===== config.mk =====
export PLATFORM = sky130hd
export DESIGN_NAME = fft_window_reader_flat
export DESIGN_NICKNAME = d
export VERILOG_FILES = /design/src/rtl/fft_window_reader_pkg.sv /design/src/rtl/fft_window_reader_if.sv /design/src/rtl/fft_stream_skid_fifo.sv /design/src/rtl/fft_window_reader.sv /design/src/flat_wrapper.sv
export SDC_FILE = /design/constraint.sdc
export NUM_CORES = 1
export LEC_CHECK = 0
export CELL_PAD_IN_SITES_DETAIL_PLACEMENT = 1
export CELL_PAD_IN_SITES_GLOBAL_PLACEMENT = 1
export CORE_MARGIN = 5
export CORE_UTILIZATION = 38
export DETAILED_ROUTE_END_ITERATION = 10
export PLACE_DENSITY = 0.84
export SLEW_MARGIN = 10
export SYNTH_ARGS = -nofsm -noshare
export SYNTH_HDL_FRONTEND = slang
export SYNTH_SLANG_ARGS = --single-unit

===== constraint.sdc =====
create_clock -name clk -period 3.25 [get_ports clk]
set_clock_uncertainty 0.2 [all_clocks]
set_input_delay 0.325 -clock clk [delete_from_list [all_inputs] [get_ports clk]]
set_output_delay 0.325 -clock clk [all_outputs]
set_load 0.005 [all_outputs]

===== src/rtl/fft_window_reader_pkg.sv =====
// Shared types and constants for the FFT window read-side sequencer.
// Holds the buffer geometry, the sequencer states and the round-robin helper.
package fft_window_reader_pkg;

    localparam int N_POINTS = 1024;
    localparam int ADDR_W   = 10;
    localparam int DATA_W   = 16;
    localparam int N_BUF    = 3;

    typedef logic [1:0]        buf_idx_t;
    typedef logic [ADDR_W:0]   cnt_t;

    typedef enum logic [1:0] {
        IDLE  = 2'd0,
        READ  = 2'd1,
        DRAIN = 2'd2
    } state_t;

    typedef struct packed {
        logic [DATA_W-1:0] tdata;
        logic              tlast;
        buf_idx_t          tuser;
    } beat_t;

    typedef struct packed {
        logic     found;
        buf_idx_t idx;
    } rr_grant_t;

    // Scans last+3 down to last+1 so the final hit is the first candidate
    // in round-robin order starting at (last + 1) mod N_BUF.
    function automatic rr_grant_t rr_pick(input logic [N_BUF-1:0] req,
                                          input buf_idx_t         last);
        rr_grant_t g;
        buf_idx_t  cand;
        g = '0;
        for (int k = N_BUF; k >= 1; k--) begin
            cand = buf_idx_t'((int'(last) + k) % N_BUF);
            if (req[cand]) begin
                g.found = 1'b1;
                g.idx   = cand;
            end
        end
        return g;
    endfunction

endpackage


===== src/rtl/fft_window_reader_if.sv =====
// Buffer read port plus the outgoing sample stream of the window reader.
// master = the reader; slave = the window buffers and the FFT core.
interface fft_window_reader_if;
    import fft_window_reader_pkg::*;

    logic              buf_rd_en;
    buf_idx_t          buf_rd_sel;
    logic [ADDR_W-1:0] buf_rd_addr;
    logic [DATA_W-1:0] buf_rd_data_0;
    logic [DATA_W-1:0] buf_rd_data_1;
    logic [DATA_W-1:0] buf_rd_data_2;

    logic [DATA_W-1:0] m_tdata;
    logic              m_tvalid;
    logic              m_tready;
    logic              m_tlast;
    buf_idx_t          m_tuser;

    modport master (
        output buf_rd_en, buf_rd_sel, buf_rd_addr,
        input  buf_rd_data_0, buf_rd_data_1, buf_rd_data_2,
        output m_tdata, m_tvalid, m_tlast, m_tuser,
        input  m_tready
    );

    modport slave (
        input  buf_rd_en, buf_rd_sel, buf_rd_addr,
        output buf_rd_data_0, buf_rd_data_1, buf_rd_data_2,
        input  m_tdata, m_tvalid, m_tlast, m_tuser,
        output m_tready
    );

endinterface


===== src/rtl/fft_stream_skid_fifo.sv =====
// Two-entry FIFO of stream beats {tdata, tlast, tuser} with push/pop/count.
// Absorbs read data that is already in flight when the consumer stalls.
module fft_stream_skid_fifo
    import fft_window_reader_pkg::*;
(
    input  logic       clk,
    input  logic       reset,
    input  logic       i_push,
    input  beat_t      i_push_beat,
    input  logic       i_pop,
    output beat_t      o_head,
    output logic       o_empty,
    output logic [1:0] o_count
);

    beat_t      r_mem [2];
    logic       r_wr_ptr;
    logic       r_rd_ptr;
    logic [1:0] r_count;

    logic w_do_push;
    logic w_do_pop;

    assign w_do_pop  = i_pop && (r_count != 2'd0);
    assign w_do_push = i_push && ((r_count != 2'd2) || w_do_pop);

    always_ff @(posedge clk) begin
        if (reset) begin
            // NOTE: storage is reset too, so the head reads 0 rather than X out of reset.
            r_mem[0] <= '0;
            r_mem[1] <= '0;
            r_wr_ptr <= 1'b0;
            r_rd_ptr <= 1'b0;
            r_count  <= 2'd0;
        end else begin
            if (w_do_push) begin
                r_mem[r_wr_ptr] <= i_push_beat;
                r_wr_ptr        <= ~r_wr_ptr;
            end
            if (w_do_pop) begin
                r_rd_ptr <= ~r_rd_ptr;
            end
            r_count <= r_count + {1'b0, w_do_push} - {1'b0, w_do_pop};
        end
    end

    assign o_head  = r_mem[r_rd_ptr];
    assign o_empty = (r_count == 2'd0);
    assign o_count = r_count;

endmodule


===== src/rtl/fft_window_reader.sv =====
// Reads completed 1024-sample windows out of three overlapping buffers in
// address order and streams them to the FFT core with tlast/tuser markers.
module fft_window_reader
    import fft_window_reader_pkg::*;
(
    input  logic                clk,
    input  logic                reset,
    input  logic [N_BUF-1:0]    i_win_ready,
    fft_window_reader_if.master bus,
    output logic                o_busy,
    output logic                o_overrun,
    output buf_idx_t            o_overrun_idx
);

    state_t            r_state;
    logic [N_BUF-1:0]  r_pending;
    buf_idx_t          r_last_served;
    buf_idx_t          r_cur_sel;
    cnt_t              r_rd_cnt;
    logic              r_rd_valid;
    buf_idx_t          r_rd_sel;
    cnt_t              r_rd_idx;
    logic              r_overrun;
    buf_idx_t          r_overrun_idx;

    state_t            w_next_state;
    rr_grant_t         w_grant;
    logic              w_arb;
    logic [N_BUF-1:0]  w_clear;
    logic [N_BUF-1:0]  w_ovr_hit;
    buf_idx_t          w_ovr_idx;
    logic              w_issue;
    logic              w_pop;
    logic [2:0]        w_occupancy;
    logic [DATA_W-1:0] w_rd_data;
    beat_t             w_push_beat;
    beat_t             w_head;
    logic              w_fifo_empty;
    logic [1:0]        w_fifo_count;

    // Outstanding samples (queued + in flight) are capped at the FIFO depth,
    // so a returning read always has a free slot even under backpressure.
    assign w_pop       = !w_fifo_empty && bus.m_tready;
    assign w_occupancy = {1'b0, w_fifo_count} + {2'b00, r_rd_valid};
    assign w_issue     = (r_state == READ) && (w_occupancy < (3'd2 + {2'b00, w_pop}));

    assign w_grant = rr_pick(r_pending, r_last_served);
    assign w_arb   = (r_state == IDLE) && w_grant.found;
    assign w_clear = w_arb ? (3'b001 << w_grant.idx) : '0;

    always_comb begin
        // NOTE: every always_comb output gets a default first; a missed branch would infer a latch.
        w_ovr_hit = '0;
        w_ovr_idx = '0;
        for (int i = 0; i < N_BUF; i++) begin
            if (i_win_ready[i] &&
                (r_pending[i] || ((r_state != IDLE) && (r_cur_sel == buf_idx_t'(i))))) begin
                w_ovr_hit[i] = 1'b1;
                w_ovr_idx    = buf_idx_t'(i);
            end
        end
    end

    always_comb begin
        w_next_state = r_state;
        unique case (r_state)
            IDLE:  if (w_grant.found) w_next_state = READ;
            READ:  if (w_issue && (r_rd_cnt == cnt_t'(N_POINTS - 1))) w_next_state = DRAIN;
            DRAIN: if (w_pop && w_head.tlast) w_next_state = IDLE;
            default: w_next_state = IDLE;
        endcase
    end

    always_ff @(posedge clk) begin
        if (reset) begin
            r_state <= IDLE;
        end else begin
            // NOTE: sequential state uses non-blocking assignment so all registers update together.
            r_state <= w_next_state;
        end
    end

    always_ff @(posedge clk) begin
        if (reset) begin
            r_pending     <= '0;
            r_last_served <= buf_idx_t'(2);
            r_cur_sel     <= '0;
            r_rd_cnt      <= '0;
            r_rd_valid    <= 1'b0;
            r_rd_sel      <= '0;
            r_rd_idx      <= '0;
            r_overrun     <= 1'b0;
            r_overrun_idx <= '0;
        end else begin
            // A duplicate request is dropped; only the overrun flag records it.
            r_pending <= (r_pending & ~w_clear) | (i_win_ready & ~w_ovr_hit);

            if (w_arb) begin
                r_cur_sel     <= w_grant.idx;
                r_last_served <= w_grant.idx;
            end

            if (r_state == IDLE) begin
                r_rd_cnt <= '0;
            end else if (w_issue) begin
                r_rd_cnt <= r_rd_cnt + cnt_t'(1);
            end

            r_rd_valid <= w_issue;
            r_rd_sel   <= r_cur_sel;
            r_rd_idx   <= r_rd_cnt;

            if (|w_ovr_hit) begin
                r_overrun     <= 1'b1;
                r_overrun_idx <= w_ovr_idx;
            end
        end
    end

    always_comb begin
        w_rd_data = '0;
        unique case (r_rd_sel)
            2'd0:    w_rd_data = bus.buf_rd_data_0;
            2'd1:    w_rd_data = bus.buf_rd_data_1;
            2'd2:    w_rd_data = bus.buf_rd_data_2;
            default: w_rd_data = '0;
        endcase
    end

    // tlast travels with the issue index rather than being counted at the output.
    assign w_push_beat.tdata = w_rd_data;
    assign w_push_beat.tlast = (r_rd_idx == cnt_t'(N_POINTS - 1));
    assign w_push_beat.tuser = r_rd_sel;

    fft_stream_skid_fifo u_fifo (
        .clk         (clk),
        .reset       (reset),
        .i_push      (r_rd_valid),
        .i_push_beat (w_push_beat),
        .i_pop       (w_pop),
        .o_head      (w_head),
        .o_empty     (w_fifo_empty),
        .o_count     (w_fifo_count)
    );

    assign bus.buf_rd_en   = w_issue;
    assign bus.buf_rd_sel  = r_cur_sel;
    assign bus.buf_rd_addr = r_rd_cnt[ADDR_W-1:0];

    assign bus.m_tvalid = !w_fifo_empty;
    assign bus.m_tdata  = w_head.tdata;
    assign bus.m_tlast  = w_head.tlast;
    assign bus.m_tuser  = w_head.tuser;

    assign o_busy        = (r_state != IDLE);
    assign o_overrun     = r_overrun;
    assign o_overrun_idx = r_overrun_idx;

endmodule

===== src/flat_wrapper.sv =====
// flat-port wrapper written by rule: the top's interface ports become plain ports
module fft_window_reader_flat import fft_window_reader_pkg::*;
  (clk, reset, i_win_ready, o_busy, o_overrun, o_overrun_idx, bus_buf_rd_en, bus_buf_rd_sel, bus_buf_rd_addr, bus_buf_rd_data_0, bus_buf_rd_data_1, bus_buf_rd_data_2, bus_m_tdata, bus_m_tvalid, bus_m_tlast, bus_m_tuser, bus_m_tready);
  fft_window_reader_if bus_i ();
  input  logic clk;
  input  logic reset;
  input  logic [N_BUF-1:0] i_win_ready;
  output logic o_busy;
  output logic o_overrun;
  output buf_idx_t o_overrun_idx;
  output wire logic [$bits(bus_i.buf_rd_en)-1:0] bus_buf_rd_en;
  output wire logic [$bits(bus_i.buf_rd_sel)-1:0] bus_buf_rd_sel;
  output wire logic [$bits(bus_i.buf_rd_addr)-1:0] bus_buf_rd_addr;
  input wire logic [$bits(bus_i.buf_rd_data_0)-1:0] bus_buf_rd_data_0;
  input wire logic [$bits(bus_i.buf_rd_data_1)-1:0] bus_buf_rd_data_1;
  input wire logic [$bits(bus_i.buf_rd_data_2)-1:0] bus_buf_rd_data_2;
  output wire logic [$bits(bus_i.m_tdata)-1:0] bus_m_tdata;
  output wire logic [$bits(bus_i.m_tvalid)-1:0] bus_m_tvalid;
  output wire logic [$bits(bus_i.m_tlast)-1:0] bus_m_tlast;
  output wire logic [$bits(bus_i.m_tuser)-1:0] bus_m_tuser;
  input wire logic [$bits(bus_i.m_tready)-1:0] bus_m_tready;
  assign bus_buf_rd_en = bus_i.buf_rd_en;
  assign bus_buf_rd_sel = bus_i.buf_rd_sel;
  assign bus_buf_rd_addr = bus_i.buf_rd_addr;
  assign bus_i.buf_rd_data_0 = bus_buf_rd_data_0;
  assign bus_i.buf_rd_data_1 = bus_buf_rd_data_1;
  assign bus_i.buf_rd_data_2 = bus_buf_rd_data_2;
  assign bus_m_tdata = bus_i.m_tdata;
  assign bus_m_tvalid = bus_i.m_tvalid;
  assign bus_m_tlast = bus_i.m_tlast;
  assign bus_m_tuser = bus_i.m_tuser;
  assign bus_i.m_tready = bus_m_tready;
  fft_window_reader u_core (.clk(clk), .reset(reset), .i_win_ready(i_win_ready), .bus(bus_i), .o_busy(o_busy), .o_overrun(o_overrun), .o_overrun_idx(o_overrun_idx));
endmodule

==> results of run 1 <==
-- per-stage QoR --
stage                     worst slack [ns]  cell area (µm²)  std cells  hold slack [ns]  utilization [%]
after CTS                            0.410             4970        591            0.301             50.8
after global placement               0.688             4780        575            0.267             48.9
final                                0.440             4970        591            0.293             50.8
after detailed placement             0.606             4780        575            0.288             48.9
after global routing                 0.234             4970        591            0.326             50.8
after floorplan                      0.703             3810        372            0.258                -
-- cells in the final DEF, fill, tap and decap left out, types with 11 or more instances in the layout --
cell              n
clkdlybuf4s50_1  90
nor2_1           73
dfxtp_1          41
edfxtp_1         38
a21oi_1          21
mux2_2           19
mux2i_1          18
nand2_1          15
inv_1            15
nor2b_1          15
xor2_1           12
clkbuf_8         11
-- layer usage --
layer  part of all wire, %  routed length, µm  global-route usage (%)
met3                   6.4                655                    5.47
met1                    39               4000                    18.9
met4                   1.3                136                    5.01
met5                     0                  0                       0
met2                    53               5510                    32.5
-- power groups by stage --
stage,Clock (µW),Sequential [µW],Combinational (µW)
finish,679,1280,1260
global placement,0,1290,1210
global route,747,1300,1370
detailed placement,0,1300,1260
CTS,702,1280,1270
floorplan,0,1270,778
-- state kept, by name (all words and copies together), names as in the netlist, 2 cells and up, named ones only --
signal                 flops
u_core.r_rd_cnt           11
u_core.r_pending           3
u_core.u_fifo.o_count      2
u_core.bus.buf_rd_sel      2
u_core.u_fifo.r_mem       38
u_core.o_overrun_idx       2
u_core.r_rd_idx           11
u_core.r_state             2
u_core.r_rd_sel            2
-- final timing paths --
path,start,end,slack [ns],depth (start not counted)
max,u_core.u_fifo.o_count[0],bus_buf_rd_en,0.44,6
min,u_core.o_overrun_idx[0],u_core.o_overrun_idx[0],0.29,2
max reg2reg,u_core.bus.buf_rd_sel[0],u_core.r_pending[1],0.80,7
min reg2reg,u_core.o_overrun_idx[0],u_core.o_overrun_idx[0],0.29,2
-- cells by family after synthesis --
| group | count (synthesis) |
|---|---|
| DFF | 79 |
| buffers and inverters | 44 |
| xor gates and xnor gates | 14 |
| and+or+nand+nor | 139 |
| adders and majority gates | 9 |
| AOI/OAI and AO/OA | 49 |
| muxes | 38 |
-- worst max-delay path: stages (launching register included) --
cell and delay (ns):
dfxtp_1 0.35, ha_1 0.20, ha_1 0.17, nor3b_1 0.42, nand2_1 0.20, inv_1 0.09, clkdlybuf4s50_1 0.49
-- area by class of cell --
| class | count | area, µm² |
|---|---|---|
| clock buffer | 11 | 151 |
| multi-input combinational | 249 | 1640 |
| inverter | 16 | 60.1 |
| tap | 133 | 166 |
| fill | 1110 | 4810 |
| timing repair buffer | 98 | 961 |
| sequential | 79 | 1960 |
| clock inverter | 5 | 31.3 |
==> key figures, run 1 <==
Routing
  – Via count: 2972
  – Total Wirelength: 10300 µm
  – Routed WL per cell: around 17 µm
  – Vias per inst: a little over 5
  – # DRC: 0
  – Initial drt markers: 91
  – DRT antenna net count: 0
  – Drt first pass iters: 4

Yosys
  – Register bit total from synthesis: between 70 and 80
  – Fraction of the mapped netlist area in simple logic gates: 17.1%
  – Ranking of synthesized cells by area: edfxtp_1, dfxtp_1, nor2_1, mux2_2, mux2i_1
  – Warnings, synthesis: 0
  – Synth Flop Type: dfxtp_1
  – Most instantiated library cell after synthesis: nor2_1
  – Synthesized cell area: 3810 µm²
  – Post-synthesis mux area share: 10.7%
  – Synth Area in Compound Gates: 8.76%
  – Post-Syn Nets: 435
  – Synth Area in Adders: 2.95%
  – Synth Area in XOR/XNOR: roughly 3.2%
  – Synthesized instance count: 372
  – Most frequent cells after synthesis: nor2_1, dfxtp_1, edfxtp_1
  – Sequential-to-total area share from yosys stat: 51.5%
  – Post-synth EDFFs: 38
  – Dominant cell type by area after synthesis: edfxtp_1
  – FFs w/ async S/R, synth: 0%
  – Largest family of logic cells by synthesized area: simple AND/OR/NAND/NOR gates
  – Post-synth top area share: 29.9%
  – Yosys cell types: 44
  – Mapped Avg Cell Area: 10.2 µm²

Final layout
  – Fin nets: 516
  – Diodes inserted: 0
  – Synth-to-layout area growth: 30.3%
  – Share of cells above drive strength 1: 11.6%

Clock tree
  – Post-CTS resize count: 0
  – Root Buffer: clkbuf_8
  – Cts hold-fix bufs: 0
  – Clk buf depth: 2
  – Number of CTS-inserted buffers: 9
  – Clock transition at path regs: 0.08 ns
  – Setup bufs post-CTS: 0
  – Sink Count: around 80
  – H-tree levels: 3
  – Clock Latency Late Sink: between 0.3 and 0.4 ns
  – TritonCTS clock tree: built

Worst hold path
  – Worst min path class: flip-flop to flip-flop

GRT
  – Gr ovfl total: 0
  – First-pass GRT wire length: ~16000 µm
  – Maximum number of pins on one net before global-route repair: 20
  – Antenna violations before repair: 0
  – All-Layer GR Usage: 17.4%
  – Vias in the first global route: 3133

Critical path
  – Crit start category: flip-flop
  – Crit Path Category: flip-flop to output port
  – CP max FO: 5
  – Req. time, crit path: 2.72 ns
  – Setup crit end kind: output port
  – CP Data Arrival Time: 2.28 ns

Pwr
  – Reg power frac: 39.8%
  – VDD IR max: 0.352 mV
  – Sw Pwr: between 1000 and 1500 µW
  – P_leak: around 0.0019 µW
  – Cell internal pwr: 2130 µW
  – Overall Power: 3220 µW
  – Power Dens Cells: 647 nW/µm²
  – Clk network pwr share: 21.1%
  – Switching Share: 33.7%
  – Comb pwr share: 39.1%

Timing
  – Fmax: 0.356 GHz
  – Final setup TNS: 0 ns
  – Final critical-path share of the clock period: 86.5%
  – Final max-slew violation count: 0
  – Unrepaired setup endpoints after global routing: false
  – Final setup viols: 0
  – Final-report hold violation count: 0
  – Tightest Pin Transition: 1.06 ns
  – Min Clock Period, post-route: approximately 2.8 ns
  – Rel. slew slack: 29.6%

Floorplan
  – Die footprint: 12100 µm²
  – Die span in y: ~110 µm
  – Site Rows: 36
  – Io pins: between 90 and 100
  – Core area: 9770 µm²
  – Die X: roughly 110 µm
  – Initial Util: 39.0%

Place
  – Detailed Place HPWL: 7620 µm
  – PortBufs: 90
  – Final GP Congestion: 0.759

Run
  – Max-Cap Viols: 0

Status
  – Status: complete, no violations
(Power assumes the default switching activity.)
==> run 2, diff against run 1 <==
- CTS_CLUSTER_DIAMETER: not set -> 120
==> results of run 2 <==
The final DEF is identical to that of run 1; final timing and power are the same.
==> run 3, diff against run 2 <==
- PLACE_DENSITY: 0.84 -> not set
- PLACE_DENSITY_LB_ADDON: not set -> 0.3
==> key figures, run 3 (synthesis gave the netlist of run 1 again) <==
Clock tree
  – Clock Latency Late Sink: 0.36 ns (about the same)
  – Clk buf depth: 2 (unchanged)
  – Sink Count: 79 (unchanged)
  – Cts hold-fix bufs: 0 (unchanged)
  – TritonCTS clock tree: built
  – H-tree levels: 3 (unchanged)
  – Number of CTS-inserted buffers: 9 (unchanged)
  – Setup bufs post-CTS: 0 (unchanged)
  – Post-CTS resize count: 0 (unchanged)
  – Root Buffer: clkbuf_8
  – Clock transition at path regs: 0.08 ns (about the same)

Place
  – Final GP Congestion: 0.834 (+9.8%)
  – PortBufs: 90 (unchanged)
  – Area after DPL: 4780 µm² (unchanged)
  – Detailed Place HPWL: 6950 µm (-8.9%)

Worst hold path
  – Worst min path class: flip-flop to flip-flop

GRT
  – Maximum number of pins on one net before global-route repair: 20 (unchanged)
  – All-Layer GR Usage: 16.6% (-0.83 points)
  – Antenna violations before repair: 0 (unchanged)
  – Gr ovfl total: 0 (unchanged)
  – Vias in the first global route: 3154 (+0.67%)
  – First-pass GRT wire length: 15400 µm (-3.6%)

Timing
  – Min Clock Period, post-route: 2.87 ns (+0.0620 ns)
  – Final max-slew violation count: 0 (unchanged)
  – Rel. slew slack: 31.4% (+1.8 points)
  – Final setup viols: 0 (unchanged)
  – Hold WS: 0.291 ns (-0.00189 ns)
  – Final critical-path share of the clock period: 88.4% (+1.9 points)
  – Final-report hold violation count: 0 (unchanged)
  – Unrepaired setup endpoints after global routing: false
  – Tightest Pin Transition: 1.03 ns (-0.0267 ns)
  – Fmax: 0.348 GHz (-2.2%)
  – Final setup TNS: 0 ns (unchanged)

Routing
  – Initial drt markers: 72 (-21%)
  – Routed WL per cell: 16.4 µm (-6.0%)
  – DRT antenna net count: 0 (unchanged)
  – # DRC: 0 (unchanged)
  – Total Wirelength: 9690 µm (-6.0%)
  – Drt first pass iters: 4 (unchanged)
  – Vias per inst: 4.95 (-1.6%)
  – Via count: 2925 (-1.6%)

Status
  – Status: complete, no violations

Final layout
  – Diodes inserted: 0 (unchanged)
  – Share of cells above drive strength 1: 11.4% (-0.22 points)
  – Fin util: 51.5% (+0.68 points)
  – Most flop-heavy register: u_core.u_fifo.r_mem
  – Biggest regs: u_core.u_fifo.r_mem: 38 flops, u_core.r_rd_cnt: 11 flops, u_core.r_rd_idx: 11 flops
  – Synth-to-layout area growth: 32.1%
  – Max reg flops: 38 (unchanged)
  – Commonest non-fill, non-tap cell in the layout: clkdlybuf4s50_1
  – Commonest non-fill, non-tap cells in the layout: clkdlybuf4s50_1, nor2_1, dfxtp_1
  – Fin nets: 516 (unchanged)
  – Final instance area: 5030 µm² (+1.3%)

Critical path
  – End of the critical path: bus_buf_rd_en
  – R2R Path End: u_core.r_pending[1]
  – Reg2Reg Launch Point: u_core.bus.buf_rd_sel[0]
  – Reg2reg setup slack: 0.68 ns (-0.12 ns)
  – CP max FO: 5 (unchanged)
  – Worst Setup SP: u_core.u_fifo.o_count[0]
  – Worst reg2reg path depth: 7 (unchanged)
  – Crit start category: flip-flop
  – Req. time, crit path: 2.72 ns (about the same)
  – Crit Path Category: flip-flop to output port
  – CP Data Arrival Time: 2.35 ns (+0.07 ns)
  – Setup crit end kind: output port

Floorplan
  – Core area: 9770 µm² (unchanged)
  – Die footprint: 12100 µm² (unchanged)
  – Die X: 110 µm (unchanged)
  – Initial Util: 39.0% (unchanged)
  – Site Rows: 36 (unchanged)
  – Die span in y: 110 µm (unchanged)
  – Io pins: 91 (unchanged)

Pwr
  – VDD IR max: 0.297 mV (-16%)
  – Power Dens Cells: 673 nW/µm² (+4.0%)
  – P_leak: 0.00189 µW (+1.9%)

Run
  – Max-Cap Viols: 0 (unchanged)
[run 3: power by group]
part	internal, µW	total (µW)	switching, µW	leakage (µW)
sequential	1190	1270	84.5	0.000730
clock	498	871	373	0.000128
combinational	624	1250	622	0.00104
total	2310	3390	1080	0.00189
[run 3: per-layer routing]
metal | track usage (%) | vias to the layer above | share of wire [%]
met4 | 5.54 | 0 | 1.3
met3 | 5.18 | 11 | 7.8
li1 | - | 1432 | -
met5 | 0 | - | 0
met2 | 29.4 | 71 | 48
met1 | 19.0 | 1411 | 43
[run 3: stage by stage]
| step | setup WS [ns] | total power, µW | std cells |
|---|---|---|---|
| finish | 0.378 | 3390 | 591 |
| detailed placement | 0.611 | 2540 | 575 |
| floorplan | 0.703 | 2040 | 372 |
| global placement | 0.665 | 2500 | 575 |
| CTS | 0.358 | 3430 | 591 |
| global route | 0.227 | 3600 | 591 |
[run 3: worst min-delay path by stage]
| stage | start | to | cells past startpoint |
|---|---|---|---|
| floorplan | u_core.o_overrun_idx[0] | u_core.o_overrun_idx[0] | 2 |
| global placement | u_core.o_overrun_idx[0] | u_core.o_overrun_idx[0] | 2 |
| detailed placement | u_core.o_overrun_idx[0] | u_core.o_overrun_idx[0] | 2 |
| CTS | u_core.o_overrun_idx[0] | u_core.o_overrun_idx[0] | 2 |
| global route | u_core.o_overrun_idx[0] | u_core.o_overrun_idx[0] | 2 |
| finish | u_core.o_overrun_idx[0] | u_core.o_overrun_idx[0] | 2 |
[run 3: critical path: stages, from the launching register on]
cell and delay [ns]:
dfxtp_1 0.36, ha_1 0.22, ha_1 0.19, nor3b_1 0.43, nand2_1 0.21, inv_1 0.09, clkdlybuf4s50_1 0.50
[run 3: cell type report]
| type | instances | area [µm²] |
|---|---|---|
| repair buffers | 98 | 961 |
| multi-input cells | 249 | 1630 |
| fillers | 1097 | 4740 |
| clock buffers | 12 | 199 |
| clock inverters | 4 | 52.6 |
| inverters | 16 | 60.1 |
| well taps | 133 | 166 |
| flip-flops and latches | 79 | 1960 |
